### src/rtl/ili9341_spi_rx.sv
// SPI mode-0 responder for the ILI9341 4-wire link: deframes tagged bytes into a
// small FIFO drained over a Wishbone-style register port, and returns a host byte on MISO.
module ili9341_spi_rx #(
  parameter int FIFO_DEPTH  = 4,
  parameter int SYNC_STAGES = 2
) (
  input  logic       CLK_I,
  input  logic       RST_I,
  input  logic       STB_I,
  input  logic       WE_I,
  input  logic [7:0] ADR_I,
  input  logic [7:0] DAT_I,
  output logic       ACK_O,
  output logic       RTY_O,
  output logic [7:0] DAT_O,
  output logic       dataAvail,
  input  logic       chipSelect,
  input  logic       sck,
  input  logic       mosi,
  input  logic       dataCmd,
  output logic       miso
);
  localparam int AW = (FIFO_DEPTH > 1) ? $clog2(FIFO_DEPTH) : 1;
  localparam int CW = AW + 1;

  logic [SYNC_STAGES-1:0] r_sck_sync, r_cs_sync, r_mosi_sync, r_dc_sync;
  logic       r_sck_d, r_cs_d;
  logic [6:0] r_shift;
  logic [2:0] r_bitcnt;
  logic [7:0] r_tx, r_tx_hold;
  logic       r_push_v;
  logic [8:0] r_push_d;
  logic [8:0] r_mem [FIFO_DEPTH];
  logic [AW-1:0] r_wptr, r_rptr;
  logic [CW-1:0] r_count;
  logic       r_ovf, r_dataAvail;
  logic       r_req, r_we;
  logic [7:0] r_adr, r_wdat;
  logic       r_ack, r_rty;
  logic [7:0] r_dat;

  logic w_sck, w_cs, w_mosi, w_dc;
  logic w_sck_rise, w_sck_fall, w_cs_fall;
  logic w_full, w_empty, w_wr, w_pop, w_ovf_set;
  logic [CW-1:0] w_count_nxt;
  logic [4:0] w_count5;
  logic [2:0] w_cnt_sat;
  logic w_head_dc;
  logic w_ack, w_rty, w_stat_rd, w_hold_wr;
  logic [7:0] w_rdat;

  assign w_sck      = r_sck_sync[SYNC_STAGES-1];
  assign w_cs       = r_cs_sync[SYNC_STAGES-1];
  assign w_mosi     = r_mosi_sync[SYNC_STAGES-1];
  assign w_dc       = r_dc_sync[SYNC_STAGES-1];
  assign w_sck_rise = w_sck & ~r_sck_d;
  assign w_sck_fall = ~w_sck & r_sck_d;
  assign w_cs_fall  = ~w_cs & r_cs_d;

  always_ff @(posedge CLK_I or negedge RST_I) begin
    if (!RST_I) begin
      r_sck_sync  <= '0;
      r_cs_sync   <= '1;
      r_mosi_sync <= '0;
      r_dc_sync   <= '0;
      r_sck_d     <= 1'b0;
      r_cs_d      <= 1'b1;
    end else begin
      r_sck_sync  <= {r_sck_sync[SYNC_STAGES-2:0], sck};
      r_cs_sync   <= {r_cs_sync[SYNC_STAGES-2:0], chipSelect};
      r_mosi_sync <= {r_mosi_sync[SYNC_STAGES-2:0], mosi};
      r_dc_sync   <= {r_dc_sync[SYNC_STAGES-2:0], dataCmd};
      r_sck_d     <= w_sck;
      r_cs_d      <= w_cs;
    end
  end

  // txReg is reloaded on the 8th rise, so the fall that follows it (bitCount 0)
  // must not shift, otherwise the next byte would lose its MSB.
  always_ff @(posedge CLK_I or negedge RST_I) begin
    if (!RST_I) begin
      r_shift  <= '0;
      r_bitcnt <= '0;
      r_tx     <= '0;
      r_push_v <= 1'b0;
      r_push_d <= '0;
    end else begin
      r_push_v <= 1'b0;
      if (w_cs) begin
        r_bitcnt <= '0;
      end else if (w_cs_fall) begin
        r_bitcnt <= '0;
        r_tx     <= r_tx_hold;
      end else if (w_sck_rise) begin
        r_shift  <= {r_shift[5:0], w_mosi};
        r_bitcnt <= r_bitcnt + 3'd1;
        if (r_bitcnt == 3'd7) begin
          r_push_v <= 1'b1;
          r_push_d <= {w_dc, r_shift, w_mosi};
          r_tx     <= r_tx_hold;
        end
      end else if (w_sck_fall && r_bitcnt != 3'd0) begin
        r_tx <= {r_tx[6:0], 1'b0};
      end
    end
  end

  assign miso = ~w_cs & r_tx[7];

  assign w_full    = (r_count == CW'(FIFO_DEPTH));
  assign w_empty   = (r_count == '0);
  assign w_wr      = r_push_v & (~w_full | w_pop);
  assign w_ovf_set = r_push_v & w_full & ~w_pop;
  assign w_count5  = 5'(r_count);
  assign w_cnt_sat = (w_count5 > 5'd7) ? 3'd7 : w_count5[2:0];
  assign w_head_dc = w_empty ? 1'b0 : r_mem[r_rptr][8];

  always_comb begin
    w_count_nxt = r_count;
    if (w_wr && !w_pop)      w_count_nxt = r_count + CW'(1);
    else if (!w_wr && w_pop) w_count_nxt = r_count - CW'(1);
  end

  always_ff @(posedge CLK_I) begin
    if (w_wr) r_mem[r_wptr] <= r_push_d;
  end

  always_ff @(posedge CLK_I or negedge RST_I) begin
    if (!RST_I) begin
      r_wptr      <= '0;
      r_rptr      <= '0;
      r_count     <= '0;
      r_ovf       <= 1'b0;
      r_dataAvail <= 1'b0;
    end else begin
      if (w_wr)  r_wptr <= r_wptr + 1'b1;
      if (w_pop) r_rptr <= r_rptr + 1'b1;
      r_count     <= w_count_nxt;
      r_dataAvail <= (w_count_nxt != '0);
      if (w_ovf_set)      r_ovf <= 1'b1;
      else if (w_stat_rd) r_ovf <= 1'b0;
    end
  end

  always_comb begin
    w_ack     = 1'b0;
    w_rty     = 1'b0;
    w_rdat    = '0;
    w_pop     = 1'b0;
    w_stat_rd = 1'b0;
    w_hold_wr = 1'b0;
    if (r_req) begin
      if (!r_we && r_adr == 8'h00) begin
        if (w_empty) begin
          w_rty = 1'b1;
        end else begin
          w_ack  = 1'b1;
          w_pop  = 1'b1;
          w_rdat = r_mem[r_rptr][7:0];
        end
      end else if (!r_we && r_adr == 8'h01) begin
        w_ack     = 1'b1;
        w_stat_rd = 1'b1;
        w_rdat    = {3'b000, r_ovf, w_head_dc, w_cnt_sat};
      end else if (r_adr == 8'h02) begin
        w_ack = 1'b1;
        if (r_we) w_hold_wr = 1'b1;
        else      w_rdat    = r_tx_hold;
      end else begin
        w_ack = 1'b1;
      end
    end
  end

  always_ff @(posedge CLK_I or negedge RST_I) begin
    if (!RST_I) begin
      r_req     <= 1'b0;
      r_we      <= 1'b0;
      r_adr     <= '0;
      r_wdat    <= '0;
      r_ack     <= 1'b0;
      r_rty     <= 1'b0;
      r_dat     <= '0;
      r_tx_hold <= '0;
    end else begin
      r_req <= STB_I & ~r_req;
      if (STB_I && !r_req) begin
        r_we   <= WE_I;
        r_adr  <= ADR_I;
        r_wdat <= DAT_I;
      end
      r_ack <= w_ack;
      r_rty <= w_rty;
      r_dat <= w_rdat;
      if (w_hold_wr) r_tx_hold <= r_wdat;
    end
  end

  assign ACK_O     = r_ack;
  assign RTY_O     = r_rty;
  assign DAT_O     = r_dat;
  assign dataAvail = r_dataAvail;
endmodule
### config.mk
export PLATFORM = sky130hd
export DESIGN_NAME = ili9341_spi_rx
export DESIGN_NICKNAME = d
export VERILOG_FILES = /design/src/rtl/ili9341_spi_rx.sv
export SDC_FILE = /design/constraint.sdc
export NUM_CORES = 1
export LEC_CHECK = 0
export CORE_MARGIN = 2
export CORE_UTILIZATION = 62
export DETAILED_ROUTE_END_ITERATION = 8
export PLACE_DENSITY = 0.94
export SYNTH_ARGS = -nofsm -noshare
export SYNTH_HDL_FRONTEND = slang
export SYNTH_SLANG_ARGS = --single-unit
### constraint.sdc
create_clock -name CLK_I -period 2.94 [get_ports CLK_I]
set_input_delay 0.441 -clock CLK_I [delete_from_list [all_inputs] [get_ports CLK_I]]
set_output_delay 0.441 -clock CLK_I [all_outputs]
set_load 0.01 [all_outputs]
After elaboration in Yosys (flattened, before gate mapping)
Memory sizes are Yosys's and may differ from the RTL's.
Cells that the tools add are included.

operators by class
  add/subtract/negate cells = 5
  equal/unequal tests = 5
  $lt $le $gt $ge = 1
  muxes and demuxes = 41
  reduce and logical (&&, ||, !) cells = 20
  bitwise logic cells = 16

operators with widths
  kind                                                 number
  two-way mux 8 bit                                    10
  two-way mux 1 bit                                    25
  two-way mux 3 bit                                    6
  nonzero test 3 bit                                   4
  AND 1 bit                                            8
  equality test 8 x 1 -> 1 bit, second input constant  1
  equality test 8 x 2 -> 1 bit, second input constant  1
  zero test 8 bit                                      1
  NOT 1 bit                                            7
  adder 3 x 1 -> 3 bit, second input constant          2
  equality test 3 bit, second input constant           2
  logical AND 1 bit                                    6
  AND reduction 3 bit                                  2
  adder 2 x 1 -> 2 bit, second input constant          2
  zero test 1 bit                                      4
  AND reduction 4 bit                                  1
  > comparator 3 bit, second input constant            1
  zero test 3 bit                                      1
  != test 3 x 1 -> 1 bit, second input constant        1
  subtractor 3 x 1 -> 3 bit, second input constant     1
  nonzero test 2 bit                                   1
  OR 1 bit                                             1

word-level totals
  logic and storage cells = 113
  memories kept = 1
  bits in registers = 83
  memory bits (writable) = 36
  input bits = 24

memory list
  name   words  width  read ports  clocked after Yosys merged registers in  wr ports  RTL line  source
  r_mem  4      9      1           0                                        1         33        logic [8:0] r_mem [FIFO_DEPTH];

Logic depth before layout (Yosys ltp)
Gate-level depths: netlist (run 1).

  depth after elaboration = 11
  depth in mapped cells = 8
  depth with buffers taken out = 6

Worst setup path before layout (run 1)
No wires, ideal clock.

  kind = register to register
  start = reg r_adr[3]
  end = mem r_mem[0][0], enable pin
  data required time = 2603 ps
  clock period less this slack = 1936 ps
  cell stages (with the launch flop) = 5
  setup slack = 1004 ps
  path buffers = 0
  data arrival time = 1599 ps
  cell sequence = dfrtp_1 > nor4_4 > nand3_1 > a31oi_4 > and2_1

on the way
  word-level cells in the longest chain between the ends = 8

ends and longest elaborated chain
  element                                  RTL line  source
  start, declared                          38        logic [7:0] r_adr, r_wdat;
  start signal, assigned                   179       r_adr <= '0;
  start signal, assigned                   189       r_adr <= ADR_I;
  zero test 8 bit                          153       if (!r_we && r_adr == 8'h00) begin
  logical AND 1 bit                        153
  two-way mux 1 bit                        153
  two-way mux 1 bit                        152       if (r_req) begin
  OR 1 bit                                 112       assign w_wr = r_push_v & (~w_full | w_pop);
  AND 1 bit                                112
  two-way mux 1 bit                        125       if (w_wr) r_mem[r_wptr] <= r_push_d;
  two-way mux 1 bit (implied by the code)  125
  end, declared                            33

Every way passes these cells.

Worst setup path after layout (run 1)
  start = reg r_adr[3]
  end = mem r_mem[1][7], enable pin

Same word-level chain as after synthesis.

==> results of run 1 <==
## per-stage QoR
step,instances,hold slack (ns),setup WS [ns],instance area [um^2]
after global routing,465,0.1675,0.3786,5889
after floorplan,306,0.1454,1.004,4892
final,465,0.09793,0.5631,5889
after detailed placement,433,0.3347,0.6665,5320
after global placement,433,0.3338,0.8152,5320
after CTS,465,0.1175,0.5559,5889
## cell type report
class,instances,share of cell area
clock buffer,19,0.07882
clock inverter,13,0.01785
inverter,11,0.007011
multi-input combinational,165,0.2775
sequential,119,0.5369
tap,102,0.02167
timing repair buffer,36,0.06034
## Yosys cell counts (2+ instances only)
master | instances | area (um^2)
a22oi_1 | 4 | 30.03
and2_1 | 5 | 31.28
mux4_2 | 9 | 202.7
buf_2 | 5 | 25.02
edfxtp_1 | 36 | 1081
ha_1 | 11 | 137.6
dfstp_2 | 3 | 78.83
dfrtp_1 | 80 | 2002
clkbuf_1 | 5 | 18.77
o32ai_1 | 2 | 17.52
o211ai_1 | 2 | 15.01
o21ai_2 | 2 | 17.52
xnor2_1 | 5 | 43.79
nand2b_1 | 3 | 18.77
nor3_1 | 3 | 15.01
nand4_1 | 2 | 12.51
inv_1 | 11 | 41.29
mux2i_1 | 3 | 30.03
a22o_1 | 3 | 26.28
mux2_2 | 55 | 619.3
and3_1 | 2 | 12.51
nand2_1 | 13 | 48.80
nand3_1 | 3 | 15.01
nor2b_1 | 6 | 37.54
nor2_1 | 6 | 22.52
a211o_1 | 2 | 17.52
a32o_1 | 3 | 30.03
## layout by cell type, fill, tap and decap left out, drive strengths merged, types with 6 or more instances in the layout
cell and instances:
nand2 14, mux4 9, nor2 6, inv 18
mux2 56, edfxtp 36, dfrtp 80, nor2b 6
clkdlybuf4s50 34, ha 11, clkbuf 19
## worst min path at each step
| stage | start | end | slack, ns | cells past startpoint |
|---|---|---|---|---|
| finish | RST_I | DAT_O[1] | 0.1 | 1 |
| global route | RST_I | r_count[2] | 0.17 | 1 |
| CTS | RST_I | DAT_O[1] | 0.12 | 1 |
| detailed placement | r_sck_sync[0] | r_sck_sync[1] | 0.33 | 0 |
| global placement | r_sck_sync[0] | r_sck_sync[1] | 0.33 | 0 |
| floorplan | RST_I | ACK_O | 0.15 | 0 |
## kinds of logic after synthesis
| logic type | after synthesis | synth area share |
|---|---|---|
| compound gates | 24 | 0.04297 |
| xor+xnor | 5 | 0.008951 |
| fa+ha+maj | 11 | 0.02813 |
| buf+inv | 22 | 0.01969 |
| flops | 119 | 0.6463 |
| mux | 68 | 0.1772 |
| simple gates | 57 | 0.07673 |
## power breakdown
| group | leakage, uW | switching [uW] | internal (uW) |
|---|---|---|---|
| combinational | 0.000799 | 85.9 | 111 |
| sequential | 0.00137 | 75.8 | 1780 |
| clock | 0.000279 | 793 | 1150 |
| total | 0.00245 | 955 | 3050 |
## routing by layer
layer | part of all wire | wire [um] | up-vias
met1 | 0.39 | 3761 | 1382
met5 | 0 | 0 | -
li1 | - | - | 1219
met4 | 0.029 | 284 | 0
met3 | 0.053 | 517 | 25
met2 | 0.53 | 5178 | 101
## worst max-delay path: cells and delay by family (launching register included)
family,cells,cell delay (ns)
AOI/OAI and AO/OA,1,0.37
DFF,1,0.41
and+or+nand+nor,3,1.26
## flip-flops by register name, summed over array words and instances, names as in the netlist, 3 cells and up
name / flops
DAT_O: 8
r_adr: 8
r_bitcnt: 3
r_count: 3
r_mem: 36
r_push_d: 9
r_shift: 7
r_tx: 8
r_tx_hold: 8
r_wdat: 8
==> qor.yml, run 1 <==
clkTransAtPathRegs_ns: 0.07
antennaDiodeCount: 0
cts_tree: "built"
endpoint: "r_mem[1][7]"
finalWeightedCongestion: 0.8367
async_reset_ff_frac: 0.6975
busiest_layer: "met2"
dieArea_um2: 8617
peakVddDrop_uv: 596.8
cts_resized: 0
port_buffers: 35
relSlewSlack: 0.3359
cts.sinks: 119
crit_required_ns: 3.11
start_kind: "flip-flop"
drt-total-wl_um: 9741
fmax_mhz: 420.7
multi_input_area_um2: 1634
drt_iter0_drc: 151
slew_viol_final: 0
syn_area_per_cell_um2: 15.99
grt_pass1_wl_um: 15790
maxCapViolations: 0
clock_latency_ns: 0.52
antenna_found_initial: 0
nFillCells: 418
setup_tns_ns: 0
power.total_uw: 4004
ys_ff_latch: 119
met1_usage: 0.3062
clk_path_buf_depth: 2
io_pins: 36
worstSetupPathType: "flip-flop to flip-flop"
skew_ns: 0.01067
syn-cell-area_um2: 4892
p_per_area_nw_per_um2: 679.9
synth-edff-count: 36
cp.arrival_ns: 2.54
seqCellArea_um2: 3162
grt_pass1_vias: 2971
synth-warning-count: 0
grtUsageTotal: 0.2562
endpoint_kind: "flip-flop"
fin_crit_ns: 2.377
fp.coreArea_um2: 7687
synth-main-ff-cell: "dfrtp_1"
dp_hpwl_um: 5790
start_util: 0.6364
utilization: 0.7661
drt-vias-per-instance: 5.865
overflow: 0
ant_nets: 0
max_stage_delay_ns: 0.53
synthToLayoutAreaGrowth_pct: 20.38
r2r_cells: 4
drt_pass1_iterations: 5
vias: 2727
netlist-cell-type-count: 49
r2r-start: "r_adr[3]"
rows: 32
finalCritPeriodShare: 0.8085
status: "completed"
final_net_count: 385
htreeDepth: 4
hold_viol: 0
ctsHoldBuffers: 0
numCtsBuffers: 17
post_cts_buffers: 0
rrSetupSlack_ns: 0.56
syn_inst: 306
die_h_um: 92.83
use_met2: 0.4209
drc: 0
crit_path_top_delay_cell: "nor4_4"
seq_area_frac_synth: 0.6463
syn_nets: 341
wl_per_cell_um: 20.95
clock-root-buffer: "clkbuf_8"
crit_path_start: "r_adr[3]"
drive_above_1_share: 0.3058
die_w_um: 92.83
r2r_end: "r_mem[1][7]"
met3_usage: 0.08462
rsz0062_at_grt: "no"
worst-path-max-fanout: 9
crit_chain: "nor4_4 > nand3_1 > a31oi_4 > and2_1"
grt_max_degree: 84
worstMarginPinSlew_ns: 0.9961
setup_violations: 0
p_leak_uw: 0.002452
hold_path.class: "input pin to async pin"
Note: power is estimated with default switching activity, not from simulation.
==> inputs of run 2 (changes only) <==
CORE_UTILIZATION = 58   (was 62)
PLACE_DENSITY = 0.89   (was 0.94)
clock period = 2.2 ns   (was 2.94 ns; I/O delays follow)
==> qor.yml, run 2 (synthesis gave the netlist of run 1 again) <==
status: "completed"  # unchanged
peakVddDrop_uv: 833.7  # was 596.8 uV
final_cells: 475  # was 465
drive_above_1_share: 0.3243  # was 0.3058
start_kind: "flip-flop"  # unchanged
hold_viol: 0  # unchanged
numPlacedInstances: 442  # was 433
setup_tns_ns: 0  # unchanged
synthToLayoutAreaGrowth_pct: 22.86  # was 20.38%
die_w_um: 95.84  # was 92.83 um
drt_iter0_drc: 158  # was 151
fmax_mhz: 478.4  # was 420.7 MHz
drt_pass1_iterations: 4  # was 5
worstSetupPathType: "flip-flop to flip-flop"  # unchanged
clock-root-buffer: "clkbuf_8"  # unchanged
drt-vias-per-instance: 5.695  # was 5.865
worst-path-max-fanout: 9  # unchanged
drc: 0  # unchanged
grt_max_degree: 55  # was 84
htreeDepth: 4  # unchanged
antenna_found_initial: 0  # unchanged
regMostFlops: "r_mem"  # unchanged
io_pins: 36  # unchanged
skew_ns: 0.008728  # was 0.01067 ns
wl_per_cell_um: 19.49  # was 20.95 um
setup_violations: 0  # unchanged
cp.arrival_ns: 2.26  # was 2.54 ns
die_h_um: 95.84  # was 92.83 um
fin_crit_ns: 2.090  # was 2.377 ns
reg_top3: "r_mem x36, r_push_d x9"  # unchanged
numCtsBuffers: 17  # unchanged
overflow: 0  # unchanged
worstMarginPinSlew_ns: 0.5401  # was 0.9961 ns
cts_tree: "built"  # unchanged
finalCritPeriodShare: 0.9500  # was 0.8085
drt-total-wl_um: 9259  # was 9741 um
vias: 2705  # was 2,727
ant_nets: 0  # unchanged
clkTransAtPathRegs_ns: 0.06  # was 0.07 ns
clk_path_buf_depth: 2  # unchanged
relSlewSlack: 0.6399  # was 0.3359
p_leak_uw: 0.002508  # was 0.002452 uW
endpoint_kind: "flip-flop"  # unchanged
hold_path.class: "input pin to flip-flop"  # was input pin to async pin
final_common_cell: "dfrtp_1"  # unchanged
start_util: 0.5954  # was 0.6364
power.total_uw: 5541  # was 4004 uW
p_per_area_nw_per_um2: 921.8  # was 679.9 nW/um^2
utilization: 0.7315  # was 0.7661
rows: 33  # was 32
grt_pass1_wl_um: 14900  # was 15,790 um
antennaDiodeCount: 0  # unchanged
final_net_count: 392  # was 385
clock_latency_ns: 0.51  # was 0.52 ns
grt_pass1_vias: 2899  # was 2,971
mostFrequentLayoutCells: "80 x dfrtp_1, 55 x mux2_2, 36 x edfxtp_1"  # unchanged
dieArea_um2: 9185  # was 8617 um^2
fp.coreArea_um2: 8217  # was 7687 um^2
finalWeightedCongestion: 0.8121  # was 0.8367
slew_viol_final: 0  # unchanged
dp_hpwl_um: 5911  # was 5790 um
grtUsageTotal: 0.2250  # was 0.2562
rsz0062_at_grt: "no"  # unchanged
cts.sinks: 119  # unchanged
port_buffers: 35  # unchanged
crit_required_ns: 2.37  # was 3.11 ns
maxCapViolations: 0  # unchanged
largest_register_ffs: 36  # unchanged
## run 2: cell types whose count changed in the layout (fill, tap and decap cells not counted), moves of 2 or more
cell,previous run,this run
buf_4,2,7
and2_1,5,2
and2_2,0,3
bufinv_16,0,2
inv_6,4,2
## run 2: final timing paths
kind	slack (ns)	cells past startpoint	startpoint	endpoint
min in group asynchronous	0.29	2	RST_I	RTY_O
max in group asynchronous	1.25	3	RST_I	r_cs_sync[1]
setup / recovery	0.11	4	r_adr[7]	r_mem[2][5]
hold reg to reg	0.35	0	r_sck_sync[0]	r_sck_sync[1]
hold / removal	0.22	1	chipSelect	r_cs_sync[0]
setup reg to reg	0.11	4	r_adr[7]	r_mem[2][5]
## run 2: worst max-delay path, stage by stage (launching register included)
cell and delay (ns):
dfrtp_1 0.43, nor4b_4 0.31, nand3_1 0.23, a31oi_4 0.35, and2_1 0.42
## run 2: timing repair
action | 4_1_cts | 5_1_grt
setup endpoints to repair | 0 | 30
resized for setup | 0 | 4
hold buffers | 1 | 0
hold endpoints to repair | 29 | 0
setup buffers | 0 | 0
## run 2: per-layer routing
metal | part of all wire | GRT usage | vias to the layer above
met1 | 0.42 | 0.2764 | 1390
met5 | 0 | 0 | -
met3 | 0.043 | 0.05638 | 18
met4 | 0.019 | 0.1012 | 0
met2 | 0.51 | 0.3776 | 69
li1 | - | - | 1228
## run 2: area by class of cell
type	instances	area, um^2
Sequential cell	119	3162
Fill cell	482	2206
Multi-Input combinational cell	165	1639
Clock buffer	20	478.0
Timing Repair Buffer	43	422.9
Clock inverter	12	136.4
Tap cell	105	131.4
Inverter	11	41.29
## run 2: power breakdown
part	internal [uW]	total, uW	switching [uW]
logic	161	273	112
clock network	1780	2790	1000
registers	2380	2480	97.0
total	4330	5540	1210
## run 2: per-stage QoR
stage	hold slack, ns	setup slack [ns]	instance area, um^2
after floorplan	0.03441	0.2641	4892
after global placement	0.2796	0.2411	5381
after detailed placement	0.2852	0.1453	5381
after CTS	0.2019	0.04310	6006
after global routing	0.2317	0.007395	6011
final	0.2200	0.1099	6011
